### src/rtl/dfe_out_pkg.sv
// Shared types for the DFE output rate buffer: FIFO entry layout and drop counter width.
package dfe_out_pkg;

  localparam int unsigned OUT_DATA_W = 16;
  localparam int unsigned DROP_CNT_W = 16;

  // One stored sample with its saturation tags.
  typedef struct packed {
    logic signed [OUT_DATA_W-1:0] data;
    logic                         ovf;
    logic                         unf;
  } out_entry_t;

  localparam int unsigned ENTRY_W = $bits(out_entry_t);

endpackage : dfe_out_pkg

### src/rtl/dfe_out_fifo_mem.sv
// Simple dual-port register array for the output buffer: one synchronous write, one
// combinational read. Storage is intentionally unreset.
module dfe_out_fifo_mem #(
  parameter int unsigned WIDTH  = 18,
  parameter int unsigned DEPTH  = 16,
  parameter int unsigned ADDR_W = $clog2(DEPTH)
) (
  input  logic              clk,
  input  logic              we,
  input  logic [ADDR_W-1:0] waddr,
  input  logic [WIDTH-1:0]  wdata,
  input  logic [ADDR_W-1:0] raddr,
  output logic [WIDTH-1:0]  rdata
);

  logic [WIDTH-1:0] mem [DEPTH];

  // Write port.
  always_ff @(posedge clk) begin
    if (we) begin
      mem[waddr] <= wdata;
    end
  end

  // Combinational read port.
  assign rdata = mem[raddr];

endmodule : dfe_out_fifo_mem

### src/rtl/dfe_out_buffer.sv
// DFE output rate buffer: FIFO between the filter core and a valid/ready consumer.
// Head entry, level, almost_full and drop status are all registered.
// Optional feature: define OUT_BUF_DROP_CNT_EN to add a saturating 16-bit drop_count output.
module dfe_out_buffer
  import dfe_out_pkg::*;
#(
  parameter  int unsigned DATA_WIDTH = 16,
  parameter  int unsigned DEPTH      = 16,
  parameter  int unsigned AF_THRESH  = 12,
  localparam int unsigned LVL_WIDTH  = $clog2(DEPTH) + 1
) (
  input  logic                         clk,
  input  logic                         rst_n,
  input  logic                         valid_in,
  input  logic signed [DATA_WIDTH-1:0] data_in,
  input  logic                         ovf_in,
  input  logic                         unf_in,
  input  logic                         flush,
  input  logic                         ready_in,
  output logic                         valid_out,
  output logic signed [DATA_WIDTH-1:0] data_out,
  output logic                         ovf_out,
  output logic                         unf_out,
  output logic [LVL_WIDTH-1:0]         level,
  output logic                         almost_full,
`ifdef OUT_BUF_DROP_CNT_EN
  output logic [DROP_CNT_W-1:0]        drop_count,
`endif
  output logic                         drop_sticky
);

  localparam int unsigned ADDR_W = $clog2(DEPTH);

  logic [LVL_WIDTH-1:0] wr_ptr, rd_ptr;
  logic [LVL_WIDTH-1:0] wr_ptr_nxt, rd_ptr_nxt;
  logic [LVL_WIDTH-1:0] level_nxt;
  logic                 valid_nxt;
  logic                 af_nxt;
  logic                 sticky_nxt;
  logic                 full;
  logic                 push;
  logic                 pop;
  logic                 drop;
  logic                 we;
  out_entry_t           wentry;
  out_entry_t           rentry;
  out_entry_t           head_nxt;
  logic [ENTRY_W-1:0]   rdata;

`ifdef OUT_BUF_DROP_CNT_EN
  logic [DROP_CNT_W-1:0] drop_cnt_nxt;
`endif

  // Sample storage.
  dfe_out_fifo_mem #(
    .WIDTH  (ENTRY_W),
    .DEPTH  (DEPTH),
    .ADDR_W (ADDR_W)
  ) u_mem (
    .clk   (clk),
    .we    (we),
    .waddr (wr_ptr[ADDR_W-1:0]),
    .wdata (wentry),
    .raddr (rd_ptr_nxt[ADDR_W-1:0]),
    .rdata (rdata)
  );

  assign rentry = out_entry_t'(rdata);

  // Next-state pointers, flags and head entry.
  always_comb begin
    wr_ptr_nxt   = wr_ptr;
    rd_ptr_nxt   = rd_ptr;
    sticky_nxt   = drop_sticky;
    we           = 1'b0;
    wentry.data  = data_in;
    wentry.ovf   = ovf_in;
    wentry.unf   = unf_in;
    head_nxt.data = data_out;
    head_nxt.ovf  = ovf_out;
    head_nxt.unf  = unf_out;
`ifdef OUT_BUF_DROP_CNT_EN
    drop_cnt_nxt = drop_count;
`endif

    full = (wr_ptr[ADDR_W-1:0] == rd_ptr[ADDR_W-1:0]) &&
           (wr_ptr[LVL_WIDTH-1] != rd_ptr[LVL_WIDTH-1]);
    pop  = valid_out && ready_in;
    push = valid_in && (!full || pop);
    drop = valid_in && full && !pop;

    if (flush) begin
      wr_ptr_nxt = '0;
      rd_ptr_nxt = '0;
      sticky_nxt = 1'b0;
`ifdef OUT_BUF_DROP_CNT_EN
      drop_cnt_nxt = '0;
`endif
    end else begin
      if (push) begin
        we         = 1'b1;
        wr_ptr_nxt = wr_ptr + LVL_WIDTH'(1);
      end
      if (pop) begin
        rd_ptr_nxt = rd_ptr + LVL_WIDTH'(1);
      end
      if (drop) begin
        sticky_nxt = 1'b1;
`ifdef OUT_BUF_DROP_CNT_EN
        if (drop_count != {DROP_CNT_W{1'b1}}) begin
          drop_cnt_nxt = drop_count + DROP_CNT_W'(1);
        end
`endif
      end
    end

    level_nxt = wr_ptr_nxt - rd_ptr_nxt;
    valid_nxt = (wr_ptr_nxt != rd_ptr_nxt);
    af_nxt    = (level_nxt >= LVL_WIDTH'(AF_THRESH));

    // The next head is either already stored or is being written on this edge.
    if (valid_nxt) begin
      if (push && (rd_ptr_nxt == wr_ptr)) begin
        head_nxt = wentry;
      end else begin
        head_nxt = rentry;
      end
    end
  end

  // State and output registers.
  always_ff @(posedge clk or negedge rst_n) begin
    if (!rst_n) begin
      wr_ptr      <= '0;
      rd_ptr      <= '0;
      valid_out   <= 1'b0;
      data_out    <= '0;
      ovf_out     <= 1'b0;
      unf_out     <= 1'b0;
      level       <= '0;
      almost_full <= 1'b0;
      drop_sticky <= 1'b0;
`ifdef OUT_BUF_DROP_CNT_EN
      drop_count  <= '0;
`endif
    end else begin
      wr_ptr      <= wr_ptr_nxt;
      rd_ptr      <= rd_ptr_nxt;
      valid_out   <= valid_nxt;
      data_out    <= head_nxt.data;
      ovf_out     <= head_nxt.ovf;
      unf_out     <= head_nxt.unf;
      level       <= level_nxt;
      almost_full <= af_nxt;
      drop_sticky <= sticky_nxt;
`ifdef OUT_BUF_DROP_CNT_EN
      drop_count  <= drop_cnt_nxt;
`endif
    end
  end

endmodule : dfe_out_buffer

### config.mk
export PLATFORM = sky130hd
export DESIGN_NAME = dfe_out_buffer
export DESIGN_NICKNAME = d
export VERILOG_FILES = /design/src/rtl/dfe_out_pkg.sv /design/src/rtl/dfe_out_fifo_mem.sv /design/src/rtl/dfe_out_buffer.sv
export SDC_FILE = /design/constraint.sdc
export NUM_CORES = 1
export LEC_CHECK = 0
export ABC_AREA = 1
export CAP_MARGIN = 10
export CORE_ASPECT_RATIO = 0.9
export CORE_MARGIN = 1
export CORE_UTILIZATION = 35
export DETAILED_ROUTE_END_ITERATION = 8
export DONT_BUFFER_PORTS = 1
export PLACE_DENSITY = 0.56
export SKIP_CTS_REPAIR_TIMING = 1
export SLEW_MARGIN = 25
export SYNTH_ARGS = -nofsm -noshare
export SYNTH_HDL_FRONTEND = slang
export SYNTH_SLANG_ARGS = --single-unit
### constraint.sdc
create_clock -name clk -period 2.7 [get_ports clk]
set_clock_uncertainty 0.1 [all_clocks]
set_input_delay 0.27 -clock clk [delete_from_list [all_inputs] [get_ports clk]]
set_output_delay 0.27 -clock clk [all_outputs]
set_load 0.02 [all_outputs]
==> flow_summary.yaml <==
detailed_routing:
  via_count: 10400
  via_per_inst: 5.08
  drt_iter0_drc: 787
  wire_per_inst_um: 20.4
  drt_pass1_iterations: 5
  drc: 0
  drt-total-wl_mm: 41.8
  ant_nets: 0
floorplanning:
  start_util_pct: 35.9
  die_h_um: 196
  fp-row-count: 70
  io_pins: 49
  fp.dieW_um: 218
  core_area_um2: 41000
  die-area_um2: 42800
final_layout:
  fillCellCount: 3966
  antenna_cells: 0
  nets: 1521
  final_cells: 2054
  drive_gt1_share_pct: 12.5
  syn2layout_area_growth_pct: 17.4
critical_path:
  critPathSlowestCell: "dfrtp_1"
  crit_family: "simple AND/OR/NAND/NOR gates"
  crit_buf_inv: 2
  endpoint_kind: "flop"
  critPathKind: "flop to flop"
  cpPeakStageDelay_ps: 440
  arrival_ps: 2900
  reg2reg_slack_ps: 110
  r2r_cells: 15
  reg2reg_from: "rd_ptr[0]"
  r2r-end: "data_out[15]"
  start_kind: "flop"
  cp.required_ps: 3010
  cp_cell_sequence: "o21ai_1 > nor2_2 > nand3_2 > nand2_4 > nor2_1 > inv_1 > o21ai_0 > a21oi_1 > ha_1 > nand2_1 > nor2_4 > nand3_4 > buf_12 > nand3_1 > nand2_1"
  cpMostUsedCell: "nand2_1"
  cp_max_fo: 19
timing:
  slew_viol_final: 0
  layout_setup_ws_ps: 108
  fin_crit_sh_pct: 96.0
  whs_ps: -19.0
  period_minus_slack_ps: 2590
  hold_viol: 2
  finalSetupViolCount: 0
  tns_ps: 0
  worstMarginPinSlew_ps: 781
  slew-limit-headroom_pct: 47.8
  fmax_ghz: 0.386
synth:
  ys_types: 30
  synth_top_area_share_pct: 58.8
  syn_area_um2: 14700
  yosysTopAreaCell: "edfxtp_1"
  ys.flop_type: "edfxtp_1"
  synth-async-reset-ratio_pct: 11.1
  synth-edff-count: 288
  syn_inst: 1430
  ys_top_cells_by_area: "edfxtp_1 (59%), nand3_1 (8.1%), nand2_1 (7.3%)"
  synth_most_common_cell: "edfxtp_1"
  ys_ff_latch: 324
  syn-mean-instance-area_um2: 10.3
  netlist_top_cells_count: "edfxtp_1 (288), nand2_1 (287), inv_1 (246)"
  synth.yosys.seq_area_share_pct: 65.0
  synth_nets: 1463
  synth_warnings: 0
cts:
  clk_latency_ps: 550
  clock-root-buffer: "clkbuf_16"
  htree_num_levels: 2
  cts_buffer_depth: 3
  cts_buffers: 36
  cts_tree: "yes"
  clk_pin_slew_ps: 50
  numClockSinks: 324
placement:
  placed_cells: 1964
  dp_hpwl_mm: 25.1
  gp_congestion: 0.909
  io_buffers: 0
  pre_cts_ws_ps: -60.9
status:
  status: "finished, violations left"
  violations: "negative hold slack"
grt:
  grt_max_degree: 80
  grt_pass1_vias: 9927
  grt_pass1_wl_mm: 63.2
  track_usage_pct: 19.8
  antenna_found_initial: 2
  grt-ovfl-total: 0
worst_hold_path:
  hold_path_class: "input pin to flop"
  whs_endpoint: "wr_ptr[4]"
  holdPathStages: 4
  min-delay-start: "valid_in"
pwr:
  leakage_nw: 7.21
  peakVddDrop_v: 0.000517
  power_density_nw_per_um2: 755
run:
  cap_violations: 0
[worst max path at each step]
stage / startpoint / end / depth (start not counted)
6_report: rd_ptr[0] / data_out[15] / 15
3_5_place_dp: rd_ptr[0] / data_out[2] / 14
5_1_grt: rd_ptr[0] / data_out[15] / 15
3_3_place_gp: rd_ptr[0] / data_out[1] / 13
2_1_floorplan: valid_out / u_mem.mem[3][0] / 8
4_1_cts: rd_ptr[0] / data_out[2] / 14
[cells by family after synthesis]
group	synth area share (%)
fa+ha+maj	0.902
compound gates	2.80
simple gates	22.1
xor+xnor	0.179
buf+inv	9.04
flops	65.0
[layer usage]
layer  GRT usage (%)  vias up  wire [um]
met5               0        -         24
met4            5.08        4        747
met3            4.04       68       3230
met2            29.3      372      18100
met1            29.3     5040      19700
li1                -     4949          -
[per-stage QoR]
stage / hold slack (ps) / power (W) / utilization [%] / cell area [um^2]
6_report: -19.0 / 0.0130 / 42.1 / 17300
5_1_grt: 0.464 / 0.0136 / 42.1 / 17300
2_1_floorplan: -126 / 0.00744 / - / 14700
3_5_place_dp: -125 / 0.00831 / 38.7 / 15800
3_3_place_gp: -125 / 0.00829 / 38.7 / 15800
4_1_cts: -694 / 0.0129 / 41.3 / 16900
[layout make-up]
| cell class | instances | area (um^2) | share of cell area (%) |
|---|---|---|---|
| Clock buffer | 43 | 927 | 5.37 |
| Clock inverter | 21 | 164 | 0.950 |
| Inverter | 259 | 975 | 5.65 |
| Multi-Input combinational cell | 766 | 3940 | 22.8 |
| Sequential cell | 324 | 9550 | 55.4 |
| Tap cell | 540 | 676 | 3.92 |
| Timing Repair Buffer | 101 | 1020 | 5.94 |
[power breakdown]
part	internal [W]	switching (W)
clock network	0.00265	0.00200
registers	0.00567	0.000485
logic	0.000718	0.00150
total	0.00904	0.00399
[flip-flops by register name, summed over array words and instances (netlist names)]
signal / count
ovf_out: 1
wr_ptr: 5
almost_full: 1
drop_sticky: 1
rd_ptr: 5
level: 5
unf_out: 1
valid_out: 1
u_mem.mem: 288
data_out: 16
[tightest hold or removal path, delay by kind of cell]
kind / cells / cell delay [ps]
buffers and inverters: 1 / 70
and+or+nand+nor: 3 / 230
[cell usage in the layout, fill, tap and decap left out, drive strengths merged]
master,count
xor2,3
ha,9
bufinv,2
a21oi,8
fa,1
nor2,27
clkinv,19
dfrtp,36
nand3,252
nand2,293
clkinvlp,2
clkbuf,43
o21ai,72
dlygate4sd3,22
edfxtp,288
buf,79
inv,257
nand4,96
nor3,5
Power figures use the tool's default switching activity.
